### config.mk
export PLATFORM = sky130hd
export DESIGN_NAME = noc_input_vc_buffer_flat
export DESIGN_NICKNAME = d
export VERILOG_FILES = /design/src/rtl/noc_input_vc_buffer_pkg.sv /design/src/rtl/noc_input_vc_buffer_if.sv /design/src/rtl/noc_vc_fifo.sv /design/src/rtl/noc_input_vc_buffer.sv /design/src/flat_wrapper.sv
export SDC_FILE = /design/constraint.sdc
export NUM_CORES = 1
export LEC_CHECK = 0
export BUFFER_PORTS_ARGS = -buffer_cell sky130_fd_sc_hd__buf_2
export CORE_ASPECT_RATIO = 1.4
export CORE_MARGIN = 3
export CORE_UTILIZATION = 44
export DETAILED_ROUTE_END_ITERATION = 8
export PLACE_DENSITY = 0.75
export REMOVE_ABC_BUFFERS = 1
export SYNTH_ARGS = -nofsm -noshare
export SYNTH_HDL_FRONTEND = slang
export SYNTH_SLANG_ARGS = --single-unit
export TNS_END_PERCENT = 50
### constraint.sdc
create_clock -name clk -period 5.3 [get_ports clk]
set_input_delay 0.265 -clock clk [delete_from_list [all_inputs] [get_ports clk]]
set_output_delay 0.265 -clock clk [all_outputs]
set_load 0.01 [all_outputs]
### src/rtl/noc_input_vc_buffer_pkg.sv
// Shared router definitions: fixed flit field positions and output directions.
package noc_input_vc_buffer_pkg;

   localparam int unsigned NUM_VC   = 2;
   localparam int unsigned VC_BIT   = 63;
   localparam int unsigned DIRX_BIT = 62;
   localparam int unsigned DIRY_BIT = 61;
   localparam int unsigned HOPX_MSB = 55;
   localparam int unsigned HOPX_LSB = 52;
   localparam int unsigned HOPY_MSB = 51;
   localparam int unsigned HOPY_LSB = 48;
   localparam int unsigned HOP_W    = HOPX_MSB - HOPX_LSB + 1;

   typedef logic [HOP_W-1:0] hop_t;

   typedef enum logic [2:0] {
      DIR_E,
      DIR_W,
      DIR_N,
      DIR_S,
      DIR_L
   } dir_e;

endpackage

### src/rtl/noc_input_vc_buffer_if.sv
// Flit-in / request-out bundle between an input port buffer and its neighbours.
interface noc_input_vc_buffer_if
   import noc_input_vc_buffer_pkg::*;
#(
   parameter int unsigned FLIT_W = 64
);
   logic              polarity;
   logic              in_valid;
   logic [FLIT_W-1:0] in_flit;
   logic [NUM_VC-1:0] in_ready;
   logic              req_e;
   logic              req_w;
   logic              req_n;
   logic              req_s;
   logic              req_l;
   logic              gnt;
   logic [FLIT_W-1:0] out_flit;
   logic              err_spurious;

   modport master (
      output polarity, in_valid, in_flit, gnt,
      input  in_ready, req_e, req_w, req_n, req_s, req_l, out_flit, err_spurious
   );

   modport slave (
      input  polarity, in_valid, in_flit, gnt,
      output in_ready, req_e, req_w, req_n, req_s, req_l, out_flit, err_spurious
   );
endinterface

### src/rtl/noc_vc_fifo.sv
// Single-clock FIFO for one virtual channel; push is ignored when full, pop when empty.
module noc_vc_fifo #(
   parameter int unsigned DEPTH = 2,
   parameter int unsigned W     = 64
) (
   input  logic                   clk,
   input  logic                   reset,
   input  logic                   push,
   input  logic [W-1:0]           din,
   input  logic                   pop,
   output logic [W-1:0]           head,
   output logic [$clog2(DEPTH):0] count,
   output logic                   full,
   output logic                   empty
);
   localparam int unsigned CNT_W = $clog2(DEPTH) + 1;
   localparam int unsigned PTR_W = (DEPTH > 1) ? $clog2(DEPTH) : 1;

   logic [W-1:0]     mem [DEPTH];
   logic [PTR_W-1:0] rd_ptr;
   logic [PTR_W-1:0] wr_ptr;
   logic             do_push;
   logic             do_pop;

   function automatic logic [PTR_W-1:0] ptr_next(input logic [PTR_W-1:0] p);
      return (p == PTR_W'(DEPTH - 1)) ? '0 : p + PTR_W'(1);
   endfunction

   assign full    = (count == CNT_W'(DEPTH));
   assign empty   = (count == '0);
   assign do_push = push && !full;
   assign do_pop  = pop && !empty;
   assign head    = mem[rd_ptr];

   // storage carries no reset; only entries below count are ever observed
   always_ff @(posedge clk) begin
      if (do_push) mem[wr_ptr] <= din;
   end

   always_ff @(posedge clk or posedge reset) begin
      if (reset) begin
         rd_ptr <= '0;
         wr_ptr <= '0;
         count  <= '0;
      end else begin
         if (do_push) wr_ptr <= ptr_next(wr_ptr);
         if (do_pop)  rd_ptr <= ptr_next(rd_ptr);
         if (do_push && !do_pop)      count <= count + CNT_W'(1);
         else if (do_pop && !do_push) count <= count - CNT_W'(1);
      end
   end

endmodule

### src/rtl/noc_input_vc_buffer.sv
// Input port stage: two VC FIFOs, XY route of the selected head, pop on grant.
module noc_input_vc_buffer
   import noc_input_vc_buffer_pkg::*;
#(
   parameter int unsigned DEPTH  = 2,
   parameter int unsigned FLIT_W = 64
) (
   input  logic                 clk,
   input  logic                 reset,
   noc_input_vc_buffer_if.slave bus
);
   localparam int unsigned CNT_W = $clog2(DEPTH) + 1;

   logic [NUM_VC-1:0] push;
   logic [NUM_VC-1:0] pop;
   logic [NUM_VC-1:0] full;
   logic [NUM_VC-1:0] empty;
   logic [FLIT_W-1:0] head  [NUM_VC];
   logic [CNT_W-1:0]  count [NUM_VC];
   logic              in_vc;
   logic [FLIT_W-1:0] sel_head;
   logic              any_req;
   logic              grant_pop;
   logic [FLIT_W-1:0] routed;
   dir_e              dir;
   hop_t              hop_x;
   hop_t              hop_y;
   logic              err_q;
   logic              unused_count;

   assign in_vc     = bus.in_flit[VC_BIT];
   assign sel_head  = head[bus.polarity];
   assign any_req   = !empty[bus.polarity];
   assign grant_pop = bus.gnt && any_req;

   for (genvar v = 0; v < NUM_VC; v++) begin : g_vc
      assign push[v] = bus.in_valid && (in_vc == 1'(v)) && !full[v];
      assign pop[v]  = grant_pop && (bus.polarity == 1'(v));

      noc_vc_fifo #(.DEPTH(DEPTH), .W(FLIT_W)) u_fifo (
         .clk   (clk),
         .reset (reset),
         .push  (push[v]),
         .din   (bus.in_flit),
         .pop   (pop[v]),
         .head  (head[v]),
         .count (count[v]),
         .full  (full[v]),
         .empty (empty[v])
      );
   end

   assign unused_count = ^{count[0], count[1]};

   // ready comes from registered occupancy only, never from gnt
   assign bus.in_ready = ~full;

   // XY routing: exhaust X hops first, then Y, then eject locally
   always_comb begin
      dir    = DIR_L;
      routed = sel_head;
      hop_x  = sel_head[HOPX_MSB:HOPX_LSB];
      hop_y  = sel_head[HOPY_MSB:HOPY_LSB];
      if (hop_x != '0) begin
         dir = sel_head[DIRX_BIT] ? DIR_W : DIR_E;
         routed[HOPX_MSB:HOPX_LSB] = hop_x - HOP_W'(1);
      end else if (hop_y != '0) begin
         dir = sel_head[DIRY_BIT] ? DIR_S : DIR_N;
         routed[HOPY_MSB:HOPY_LSB] = hop_y - HOP_W'(1);
      end
   end

   assign bus.req_e    = any_req && (dir == DIR_E);
   assign bus.req_w    = any_req && (dir == DIR_W);
   assign bus.req_n    = any_req && (dir == DIR_N);
   assign bus.req_s    = any_req && (dir == DIR_S);
   assign bus.req_l    = any_req && (dir == DIR_L);
   assign bus.out_flit = any_req ? routed : '0;

   // sticky flag for a grant arriving with nothing requested
   always_ff @(posedge clk or posedge reset) begin
      if (reset)                     err_q <= 1'b0;
      else if (bus.gnt && !any_req)  err_q <= 1'b1;
   end

   assign bus.err_spurious = err_q;

endmodule

### src/flat_wrapper.sv
// flat-port wrapper written by rule: the top's interface ports become plain ports
module noc_input_vc_buffer_flat import noc_input_vc_buffer_pkg::*;
#(
   parameter int unsigned DEPTH  = 2,
   parameter int unsigned FLIT_W = 64
)
  (clk, reset, bus_polarity, bus_in_valid, bus_in_flit, bus_gnt, bus_in_ready, bus_req_e, bus_req_w, bus_req_n, bus_req_s, bus_req_l, bus_out_flit, bus_err_spurious);
  noc_input_vc_buffer_if #(.FLIT_W(FLIT_W)) bus_i ();
  input  logic clk;
  input  logic reset;
  input wire logic [$bits(bus_i.polarity)-1:0] bus_polarity;
  input wire logic [$bits(bus_i.in_valid)-1:0] bus_in_valid;
  input wire logic [$bits(bus_i.in_flit)-1:0] bus_in_flit;
  input wire logic [$bits(bus_i.gnt)-1:0] bus_gnt;
  output wire logic [$bits(bus_i.in_ready)-1:0] bus_in_ready;
  output wire logic [$bits(bus_i.req_e)-1:0] bus_req_e;
  output wire logic [$bits(bus_i.req_w)-1:0] bus_req_w;
  output wire logic [$bits(bus_i.req_n)-1:0] bus_req_n;
  output wire logic [$bits(bus_i.req_s)-1:0] bus_req_s;
  output wire logic [$bits(bus_i.req_l)-1:0] bus_req_l;
  output wire logic [$bits(bus_i.out_flit)-1:0] bus_out_flit;
  output wire logic [$bits(bus_i.err_spurious)-1:0] bus_err_spurious;
  assign bus_i.polarity = bus_polarity;
  assign bus_i.in_valid = bus_in_valid;
  assign bus_i.in_flit = bus_in_flit;
  assign bus_i.gnt = bus_gnt;
  assign bus_in_ready = bus_i.in_ready;
  assign bus_req_e = bus_i.req_e;
  assign bus_req_w = bus_i.req_w;
  assign bus_req_n = bus_i.req_n;
  assign bus_req_s = bus_i.req_s;
  assign bus_req_l = bus_i.req_l;
  assign bus_out_flit = bus_i.out_flit;
  assign bus_err_spurious = bus_i.err_spurious;
  noc_input_vc_buffer #(.DEPTH(DEPTH), .FLIT_W(FLIT_W)) u_core (.clk(clk), .reset(reset), .bus(bus_i));
endmodule
# After elaboration in Yosys (flattened, before gate mapping)
# Memories as Yosys holds them, arrays and structs flattened.
# Cells that the tools add are included.
dict set report totals {
  register_bits 9
  ram_bits 256
  input_bits 69
  output_inout_bits 72
  word_cells 93
  memories 2
}
# name words width rd rd_ports_with_merged_regs wr line_no
set mem_list {}
lappend mem_list {{u_core.g_vc[0].u_fifo.mem} 2 64 1 0 1 noc_vc_fifo.sv:19} ;# logic [W-1:0] mem [DEPTH];
lappend mem_list {{u_core.g_vc[1].u_fifo.mem} 2 64 1 0 1 noc_vc_fifo.sv:19}
dict set report classes {
  addsub 10
  n_lt_le_gt_ge 2
  n_eq_ne 6
  n_mux 25
  bitwise 4
  reduce_logical 37
}
# operator count
set ops {}
lappend ops {{two-way mux 64 bit} 4}
lappend ops {{logical AND 1 bit} 21}
lappend ops {{two-way mux 1 bit} 12}
lappend ops {{two-way mux 4 bit} 3}
lappend ops {{logical NOT 1 bit} 9}
lappend ops {{two-way mux 2 bit} 4}
lappend ops {{nonzero test 4 bit} 2}
lappend ops {{subtractor 4 x 1 -> 4 bit, second input constant} 2}
lappend ops {{== test 3 x 2 -> 1 bit, second input constant} 2}
lappend ops {{two-way mux 3 bit} 2}
lappend ops {{adder 1 bit, second input constant} 4}
lappend ops {{adder 2 x 1 -> 2 bit, second input constant} 2}
lappend ops {{== test 2 bit, second input constant} 2}
lappend ops {{logical NOT 2 bit} 2}
lappend ops {{nonzero test 2 bit} 2}
lappend ops {{subtractor 2 x 1 -> 2 bit, second input constant} 2}
lappend ops {{== test 3 x 1 -> 1 bit, second input constant} 1}
lappend ops {{== test 3 bit, second input constant} 1}
lappend ops {{logical NOT 3 bit} 1}
lappend ops {{>= comparator 2 bit, second input constant} 1}
lappend ops {{less-than comparator 1 x 2 -> 1 bit, second input constant} 1}
lappend ops {{inverter 1 bit} 2}
lappend ops {{inverter 1 -> 2 bit} 1}
lappend ops {{inverter 2 bit} 1}

# Longest topological paths before layout
# Gate-level depths: netlist of the first run.
dict set report logic_depth {
  depth_word 10
  depth_mapped 11
  ltp_nobuf 9
}

# By module
# A second synthesis of the first run with hierarchy kept.
dict set report unflattened {
  hier_cells 631
  hier_area_um2 11373.4
}
# module instances cells_per_inst area_each_um2 seq_area_each_um2
set by_module_without_submodules {}
lappend by_module_without_submodules {noc_vc_fifo 2 219 5024.8 3943.8}
lappend by_module_without_submodules {noc_input_vc_buffer 1 193 1323.8 25.0}

# Worst setup path after synthesis of the first run
# No wires, ideal clock.
dict set report synth_path {
  path_kind {reg-to-reg}
  start {reg u_core.g_vc[1].u_fifo.count[0]}
  end {mem u_core.g_vc[1].u_fifo.mem[0][0], enable pin}
  setup_time_ps 494
  t_arrival_ps 3675
  required_time_ps 4806
  setup_slack_ps 1131
  path_stages_with_launch 4
  path_buffers 0
  synth_period_minus_slack_ps 4169
  path_cell_list {dfrtp_1 nand2b_1 and3_1 nor2b_1}
}
dict set report synth_between {
  elab_chain_len 6
}
# item line_no
set synth_lines {}
lappend synth_lines {{start, declared} noc_vc_fifo.sv:12} ;# output logic [$clog2(DEPTH):0] count,
lappend synth_lines {{start signal, assigned} noc_vc_fifo.sv:48} ;# if (do_push && !do_pop) count <= count + CNT_W'(1);
lappend synth_lines {{start signal, assigned} noc_vc_fifo.sv:49} ;# else if (do_pop && !do_push) count <= count - CNT_W'(1);
lappend synth_lines {{== test 2 bit *} noc_vc_fifo.sv:29} ;# assign full = (count == CNT_W'(DEPTH));
lappend synth_lines {{logical NOT 1 bit *} {noc_vc_fifo.sv:31, noc_input_vc_buffer.sv:37}}
lappend synth_lines {{logical AND 1 bit} noc_input_vc_buffer.sv:37} ;# assign push[v] = bus.in_valid && (in_vc == 1'(v)) && !full[v];
lappend synth_lines {{logical AND 1 bit *} noc_vc_fifo.sv:31} ;# assign do_push = push && !full;
lappend synth_lines {{net u_core.g_vc[1].u_fifo.do_push} noc_vc_fifo.sv:22} ;# logic do_push;
lappend synth_lines {{two-way mux 1 bit *} noc_vc_fifo.sv:37} ;# if (do_push) mem[wr_ptr] <= din;
lappend synth_lines {{two-way mux 1 bit (implied by the code) *} noc_vc_fifo.sv:37}
lappend synth_lines {{end, declared} noc_vc_fifo.sv:19}
# Mark *: on every way through the listed nets, which the timed path passes. The rest lies on a longest branch.

# Worst setup path in the final report of the first run
dict set report layout_path {
  start {reg u_core.g_vc[0].u_fifo.rd_ptr}
  end {out bus_out_flit[49]}
}
dict set report layout_between {
  elab_chain_len 8
  elab_cells_between_ends 10
  classes_between {add/sub (1); mux (6); reduce/logical (2); memory (1)}
}
# item line_no
set layout_lines {}
lappend layout_lines {{start, declared} noc_vc_fifo.sv:20} ;# logic [PTR_W-1:0] rd_ptr;
lappend layout_lines {{start signal, assigned} noc_vc_fifo.sv:47} ;# if (do_pop) rd_ptr <= ptr_next(rd_ptr);
lappend layout_lines {{memory (2 x 64 bit) *} n/a}
lappend layout_lines {{two-way mux 64 bit (implied by the code) * (3 in series)} noc_input_vc_buffer.sv:32} ;# assign sel_head = head[bus.polarity];
lappend layout_lines {{subtractor 4 x 1 -> 4 bit or nonzero test 4 bit (tied branches)} {noc_input_vc_buffer.sv:69, noc_input_vc_buffer.sv:67}}
lappend layout_lines {{two-way mux 4 bit} noc_input_vc_buffer.sv:67} ;# end else if (hop_y != '0) begin
lappend layout_lines {{two-way mux 4 bit *} noc_input_vc_buffer.sv:64} ;# if (hop_x != '0) begin
lappend layout_lines {{two-way mux 64 bit *} noc_input_vc_buffer.sv:78} ;# assign bus.out_flit = any_req ? routed : '0;
lappend layout_lines {{end, declared} flat_wrapper.sv:21} ;# output wire logic [$bits(bus_i.out_flit)-1:0] bus_out_flit;
# Every way passes the cells marked *; elsewhere a longest branch is shown, timed or not. The select of a mux whose other input is x is not followed.

==> run metrics, run 1 <==
status completed; antenna violations before repair 2; Final Routed Wirelength 22300 µm; FP Rows 66; CTS tree yes; FFs w/ async S/R, synth 0.0340; # Post-CTS Setup Buffers 0; cell taking the most area after synthesis edfxtp_1; Post-Syn Instances 640; number of flops mapped to enable cells by yosys 256; setup TNS 0 ps; Worst VDD drop 0.330 mV; non-filler instance count after layout 1160; H-tree depth 1; Worst Setup Start Kind register; synth-to-layout area growth 22.5%; period utilisation layout 0.735; GP Congestion 0.727; starting density of the core 0.453; crit path DAT 3630 ps; reg-to-reg startpoint u_core.g_vc[1].u_fifo.count[0]; Die H 190 µm; IO Port Bufs 140; post-synth top area share 0.722; root buf cell clkbuf_16; drt drc 0; Avg WL per Cell 19.2 µm; number of buffers created by CTS 25; Placed Cells 1050; clk slew on worst S/H paths 60 ps; Die X 137 µm; Fillers 1856; Synth Area in Compound Gates 0.0904; M2 GR Usage 0.311; worst hold start bus_in_valid; met1 Track Usage GR 0.199; Worst R2R End u_core.g_vc[1].u_fifo.mem[0][35]; CTS sink cnt 265; vias per cell 5.35; DR pass1 iterations 4; max_slew headroom 0.327; IO Pins 141; Overflow after GRT 0; dpl ws 1890 ps; Lkg Pwr 0.00467 µW; clock tree buffer depth 3; number of synthesis warnings 0; PnR worst setup slack 1400 ps; post-synthesis mux area share 0.0773; final max-slew violation count 0; Yosys reg bits 265; global route hottest layer met2; Synth cell types 39; Adder-Cell Fraction of Synth Area 0.00470; CP max FO 76; Worst Hold End u_core.g_vc[0].u_fifo.wr_ptr; Reg2Reg Setup Slack 2640 ps; fraction of layout cells with a size suffix above 1 0.225; crit path kind register to output pin; vias in the first global route 6441; count leader, synth edfxtp_1; PwrDens 483 nW/µm²; Final Skew 7.41 ps; CTS resizes 0; Hold Buf Count CTS 66; Routed Antenna Nets 0; Final nets 910; largest net degree at the start of global routing 77; Tmin final 3900 ps; Post-synth top cells edfxtp_1, a211oi_1, mux2i_1; Post-Synth Simple-Gate Area 0.0551; DP HPWL 12500 µm; Tot GR Track Use 0.169; post-synthesis sequential area ratio 0.743; M3 GR Usage 0.0220; first-pass GRT wire length 34400 µm; max_cap viols 0; die area 26100 µm²; Req. time, crit path 5040 ps; RSZ-0062 raised after global routing false; largest family of logic cells by synthesized area compound AO/OA/AOI/OAI gates; Synth Cell Area 10700 µm²; final hold vios 0; Crit. End Element output pin; total number of vias 6209; HP Class input port to register; r2r worst-path depth 4; Initial DRC Count 353; clk_lat worst skew 530 ps; # setup viols final 0; placeable core area 23500 µm²; Avg Synthesized Cell Area 16.6 µm²; Fmax achieved 257 MHz; Worst Tran Pin Value 1010 ps; WHS Path Cells 3; predominant post-synthesis flop cell edfxtp_1; Synth Area in XOR/XNOR 0.00987; ranking of synthesized cells by area edfxtp_1, a211oi_1, mux2i_1
-- sequential cells by signal, summed over array words and instances (netlist names) --
signal,count
u_core.bus.err_spurious,1
u_core.g_vc.u_fifo.count,4
u_core.g_vc.u_fifo.mem,256
u_core.g_vc.u_fifo.rd_ptr,2
u_core.g_vc.u_fifo.wr_ptr,2
-- logic make-up after synthesis --
family,after synthesis
DFF,265
xor gates and xnor gates,12
adders and majority gates,4
and+or+nand+nor,102
buffers and inverters,47
AOI/OAI and AO/OA,129
muxes,81
-- how the worst max path moves through the flow --
| stage | cells past startpoint | endpoint | start | slack [ps] |
|---|---|---|---|---|
| after floorplan | 9 | bus_out_flit[49] | u_core.g_vc[0].u_fifo.rd_ptr | 930 |
| after global placement | 10 | bus_out_flit[49] | bus_polarity | 1950 |
| after detailed placement | 10 | bus_out_flit[49] | bus_polarity | 1890 |
| after CTS | 10 | bus_out_flit[49] | u_core.g_vc[0].u_fifo.rd_ptr | 1370 |
| after global routing | 10 | bus_out_flit[49] | u_core.g_vc[0].u_fifo.rd_ptr | 1140 |
| final | 10 | bus_out_flit[49] | u_core.g_vc[0].u_fifo.rd_ptr | 1400 |
-- per-stage QoR --
stage | hold slack [ps] | utilization | total power (µW) | area (µm²)
3_3_place_gp | 254 | 0.494 | 4610 | 11600
3_5_place_dp | 253 | 0.494 | 4640 | 11600
5_1_grt | 159 | 0.555 | 6620 | 13100
4_1_cts | 139 | 0.554 | 6370 | 13000
6_report | 165 | 0.555 | 6310 | 13100
2_1_floorplan | 92.9 | - | 3970 | 10500
-- worst max-delay path, cell delays in order, from the launching register on --
cell     delay (ps)
dfrtp_4        1030
mux2i_1         260
mux2i_1         120
inv_1           110
ha_1            250
inv_1           110
nor4_4          360
a41oi_4         120
or3_1           430
a21oi_1         130
buf_2           150
-- power by group --
group	leakage [µW]	switching (µW)	total (µW)	internal [µW]
clock network	0.000366	734	1690	961
logic	0.00187	1060	1770	715
registers	0.00244	225	2840	2620
total	0.00467	2020	6310	4290
-- area by class of cell --
class | instances | area (µm²) | area share
flip-flops and latches | 265 | 7920 | 0.607
multi-input cells | 328 | 2550 | 0.195
repair buffers | 212 | 1410 | 0.108
clock buffers | 29 | 641 | 0.0491
well taps | 306 | 383 | 0.0293
clock inverters | 13 | 126 | 0.00968
inverters | 5 | 18.8 | 0.00144
diodes | 2 | 5.00 | 0.000383
-- metal layers --
metal	up-vias	part of all wire	routed length, µm
met5	-	0	0
met3	46	0.043	963
li1	2918	-	-
met2	156	0.54	12000
met4	0	0.028	625
met1	3089	0.39	8700
-- layout by cell type (no fill, tap or decap), drive strengths merged, types with 7 or more instances in the layout --
master	instances
edfxtp	256
buf	146
a211oi	108
mux2i	74
dlygate4sd3	66
nor2b	55
clkbuf	29
nand2	14
nor2	14
dfrtp	9
a21oi	8
clkinv	8
xnor2	7
mux2	7
Power figures use the tool's default switching activity.
==> run 2: changes to the inputs <==
clock period = 3.7 ns   (was 5.3 ns; I/O delays follow)
==> run 2 against run 1 <==
  * Setup slack lost 1100 ps
  * Register-to-register slack lost 1100 ps
  * Critical path depth is 3 lower
  * Combinational power up 54%
  * Largest cell class unchanged
  * Critical endpoint unchanged
  * Non-clock buffer count grew 4
  * Via count rose by 0.61%
  * Sequential share of layout area down 0.71 points
  * Hold slack got worse by 89 ps
==> run metrics, run 2 (synthesis gave the netlist of run 1 again) <==
max_cap viols 0; synth-to-layout area growth 24.0%; Overflow after GRT 0; period utilisation layout 0.925; Reg2Reg Setup Slack 1520 ps; Routed Antenna Nets 0; IO Pins 141; starting density of the core 0.453; DR pass1 iterations 4; CTS tree yes; Final Routed Wirelength 22400 µm; Req. time, crit path 3510 ps; antenna violations before repair 1; CTS sink cnt 265; number of buffers created by CTS 24; placeable core area 23500 µm²; # setup viols final 0; max_slew headroom 0.288; final hold vios 0; status completed; Avg WL per Cell 19.2 µm; Initial DRC Count 372; Hold Buf Count CTS 66; Worst Tran Pin Value 1070 ps; Fmax achieved 292 MHz; # Post-CTS Setup Buffers 0; Tot GR Track Use 0.173; commonest non-fill, non-tap cells in the layout edfxtp_1, buf_2, a211oi_1; root buf cell clkbuf_16; area post-placement 11700 µm²; total number of vias 6247; DP HPWL 12600 µm; Crit. End Element output pin; first-pass GRT wire length 34900 µm; Worst R2R End u_core.g_vc[1].u_fifo.mem[0][5]; RSZ-0062 raised after global routing false; drt drc 0; crit path kind register to output pin; commonest non-fill, non-tap cell in the layout edfxtp_1; Final Instance Area 13200 µm²; Reg with most FFs u_core.g_vc.u_fifo.mem; final max-slew violation count 0; GP Congestion 0.760; H-tree depth 1; IO Port Bufs 140; Die X 137 µm; HP Class input port to register; Die H 190 µm; clk_lat worst skew 510 ps; CP max FO 54; vias in the first global route 6444; largest net degree at the start of global routing 82; r2r worst-path depth 4; fraction of layout cells with a size suffix above 1 0.240; Worst VDD drop 0.486 mV; PwrDens 701 nW/µm²; clk slew on worst S/H paths 70 ps; crit path DAT 3240 ps; vias per cell 5.36; Worst Setup Start Kind register; Critical Path End bus_out_flit[49]; total power draw 9250 µW; biggest regs u_core.g_vc.u_fifo.mem: 256 flops, u_core.g_vc.u_fifo.count: 4 flops; Tmin final 3420 ps; launch point of the critical path u_core.g_vc[1].u_fifo.rd_ptr; clock tree buffer depth 3; FP Rows 66; CTS resizes 0; die area 26100 µm²; reg-to-reg startpoint u_core.g_vc[1].u_fifo.count[0]; Lkg Pwr 0.00474 µW; Largest register FFs 256; Final nets 913; Final Skew 10.1 ps
==> run 2: cell types whose count changed in the layout (fill, tap and decap cells not counted), sizes merged <==
cell | previous run | this run
buf | 146 | 150
bufinv | 2 | 4
clkinv | 8 | 6
clkinvlp | 2 | 4
clkbuf | 29 | 30
diode | 2 | 1
inv | 6 | 5
==> run 2: report_power, final <==
| part | switching, µW | internal (µW) |
|---|---|---|
| Combinational | 1660 | 1060 |
| Clock | 1040 | 1560 |
| Sequential | 187 | 3750 |
==> run 2: area by class of cell <==
class / count / area, µm²
Timing Repair Buffer: 216 / 1480
Inverter: 5 / 18.8
Antenna cell: 1 / 2.50
Multi-Input combinational cell: 328 / 2550
Fill cell: 1809 / 10300
Clock inverter: 14 / 194
Tap cell: 306 / 383
Sequential cell: 265 / 7920
Clock buffer: 30 / 663
==> run 2: metrics by stage <==
stage / setup slack [ps] / hold WS, ps / cells / utilization / setup TNS (ps)
CTS: 276 / 57.5 / 1164 / 0.561 / 0
global route: 36.3 / 87.7 / 1165 / 0.561 / 0
global placement: 895 / 178 / 1054 / 0.497 / 0
detailed placement: 844 / 177 / 1054 / 0.497 / 0
floorplan: -594 / 12.9 / 598 / - / -48490
finish: 278 / 75.4 / 1165 / 0.561 / 0
==> run 2: worst max-delay path, stage by stage, from the launching register on <==
cell and delay (ps):
dfrtp_4 580, buf_4 870, mux2i_1 270, nand2_1 110, o22ai_1 420, o21bai_1 140, a21oi_1 180, buf_2 160
==> run 2: worst min path at each step <==
stage	startpoint	to	slack, ps	cells after the start
6_report	bus_in_valid	u_core.g_vc[0].u_fifo.wr_ptr	80	3
4_1_cts	bus_in_valid	u_core.g_vc[0].u_fifo.wr_ptr	60	3
3_3_place_gp	reset	u_core.bus.err_spurious	180	2
5_1_grt	bus_in_valid	u_core.g_vc[0].u_fifo.wr_ptr	90	3
3_5_place_dp	reset	u_core.bus.err_spurious	180	2
2_1_floorplan	reset	u_core.bus.err_spurious	10	1
==> run 2: routing by layer <==
metal / wire length (µm) / global-route usage / vias to the layer above
met5: 0 / 0 / -
met4: 589 / 0.0584 / 0
met3: 966 / 0.0214 / 35
met2: 12000 / 0.313 / 159
met1: 8900 / 0.210 / 3121
li1: - / - / 2932
==> run 3: changes to the inputs <==
PLACE_DENSITY = default   (was 0.75)
PLACE_DENSITY_LB_ADDON = 0.25   (was default)
==> run 3 against run 2 <==
  * Wire length up 1.1%
  * Global-route usage is 0.26 points higher
  * Clock power barely moved
  * Final cell count grew 0.34%
  * Hold slack gained 18 ps
  * First-iteration DRC count increased by 2.2%
  * Non-clock buffer count increased by 3
  * Critical path type unchanged
==> run metrics, run 3 (synthesis gave the netlist of run 1 again) <==
first-pass GRT wire length 35700 µm; Initial DRC Count 380; clk slew on worst S/H paths 60 ps; H-tree depth 1; WHS Path Cells 3; clk_lat worst skew 520 ps; largest net degree at the start of global routing 72; Die X 137 µm; Final Skew 20.5 ps; Avg WL per Cell 19.4 µm; setup TNS 0 ps; total number of vias 6240; starting density of the core 0.453; Worst Tran Pin Value 1010 ps; FP Rows 66; status completed; placeable core area 23500 µm²; DR pass1 iterations 4; Lkg Pwr 0.00475 µW; PwrDens 701 nW/µm²; synth-to-layout area growth 24.0%; r2r worst-path depth 4; biggest regs u_core.g_vc.u_fifo.mem: 256 flops, u_core.g_vc.u_fifo.count: 4 flops; launch point of the critical path u_core.g_vc[0].u_fifo.rd_ptr; CTS resizes 0; max_slew headroom 0.324; fraction of layout cells with a size suffix above 1 0.244; Die H 190 µm; commonest non-fill, non-tap cell in the layout edfxtp_1; dpl ws 680 ps; IO Port Bufs 140; worst hold start bus_in_valid; HP Class input port to register; CP max FO 25; Fillers 1908; Tot GR Track Use 0.175; Tmin final 3420 ps; Final Routed Wirelength 22700 µm; Overflow after GRT 0; die area 26100 µm²; IO Pins 141; Reg with most FFs u_core.g_vc.u_fifo.mem; drt drc 0; Req. time, crit path 3510 ps; CTS tree yes; crit path DAT 3230 ps; period utilisation layout 0.924; Worst Setup Start Kind register; Worst VDD drop 0.484 mV; DP HPWL 13200 µm; Worst Hold End u_core.g_vc[0].u_fifo.wr_ptr; antenna violations before repair 0; Crit. End Element output pin; GP Congestion 0.744; vias per cell 5.34; CTS sink cnt 265; final hold vios 0; clock tree buffer depth 3; Fmax achieved 292 MHz; crit path kind register to output pin; Routed Antenna Nets 0; Worst R2R End u_core.g_vc[0].u_fifo.mem[1][11]; final max-slew violation count 0; # setup viols final 0; root buf cell clkbuf_16; Largest register FFs 256; commonest non-fill, non-tap cells in the layout edfxtp_1, buf_2, a211oi_1; max_cap viols 0; RSZ-0062 raised after global routing false; PnR worst setup slack 281 ps; Reg2Reg Setup Slack 1490 ps; ANT cells 0; vias in the first global route 6604; reg-to-reg startpoint u_core.g_vc[0].u_fifo.count[0]; Final nets 917; number of buffers created by CTS 25
run 3: cell types whose count changed in the layout (fill, tap and decap cells not counted), sizes merged:
cell,before,now
clkinvlp,4,5
diode,1,0
clkinv,6,3
buf,150,153
bufinv,4,2
clkbuf,30,34
inv,5,7
run 3: timing repair:
item,4_1_cts,5_1_grt
buffers inserted,0,1
hold buffers,66,0
endpoints found under the hold margin,266,0
endpoints found under the setup margin,0,1
run 3: routing by layer:
layer  GRT usage  vias up  routed length, µm
met3      0.0257       33                995
met5           0        -                  0
met4      0.0484        0                467
li1            -     2933                  -
met2       0.314      143              12000
met1       0.219     3131               9170
run 3: cell type report:
class | instances | area, µm² | area share
sequential | 265 | 7920 | 0.600
multi-input combinational | 328 | 2550 | 0.193
timing repair buffer | 219 | 1480 | 0.112
clock buffer | 34 | 719 | 0.0545
tap | 306 | 383 | 0.0290
clock inverter | 12 | 130 | 0.00986
inverter | 5 | 18.8 | 0.00142
run 3: power by group:
group	total [µW]	switching (µW)	internal [µW]
sequential	3970	218	3750
combinational	2710	1640	1070
clock	2570	1060	1510
total	9250	2920	6330
run 3: critical path, stage by stage (launching register included):
cell and delay (ps):
dfrtp_4 640, mux2i_1 220, mux2i_1 110, inv_1 130, ha_1 260, inv_1 110
nor4_4 360, a41oi_4 110, or3_1 420, a21oi_1 190, buf_2 180
run 3: how the worst max path moves through the flow:
stage | to | slack [ps] | cells past startpoint
finish | bus_out_flit[49] | 280 | 10
global placement | bus_out_flit[49] | 740 | 10
floorplan | bus_out_flit[49] | -590 | 9
CTS | bus_out_flit[49] | 130 | 10
detailed placement | bus_out_flit[49] | 680 | 10
global route | bus_out_flit[48] | 80 | 7
run 3: per-stage QoR:
| stage | hold slack [ps] | util | area, µm² | power [µW] | cells |
|---|---|---|---|---|---|
| 2_1_floorplan | 12.9 | - | 10500 | 5690 | 598 |
| 3_3_place_gp | 170 | 0.496 | 11700 | 6640 | 1056 |
| 3_5_place_dp | 183 | 0.496 | 11700 | 6710 | 1056 |
| 4_1_cts | 66.3 | 0.560 | 13200 | 9350 | 1168 |
| 5_1_grt | 119 | 0.561 | 13200 | 9780 | 1169 |
| 6_report | 93.6 | 0.561 | 13200 | 9250 | 1169 |
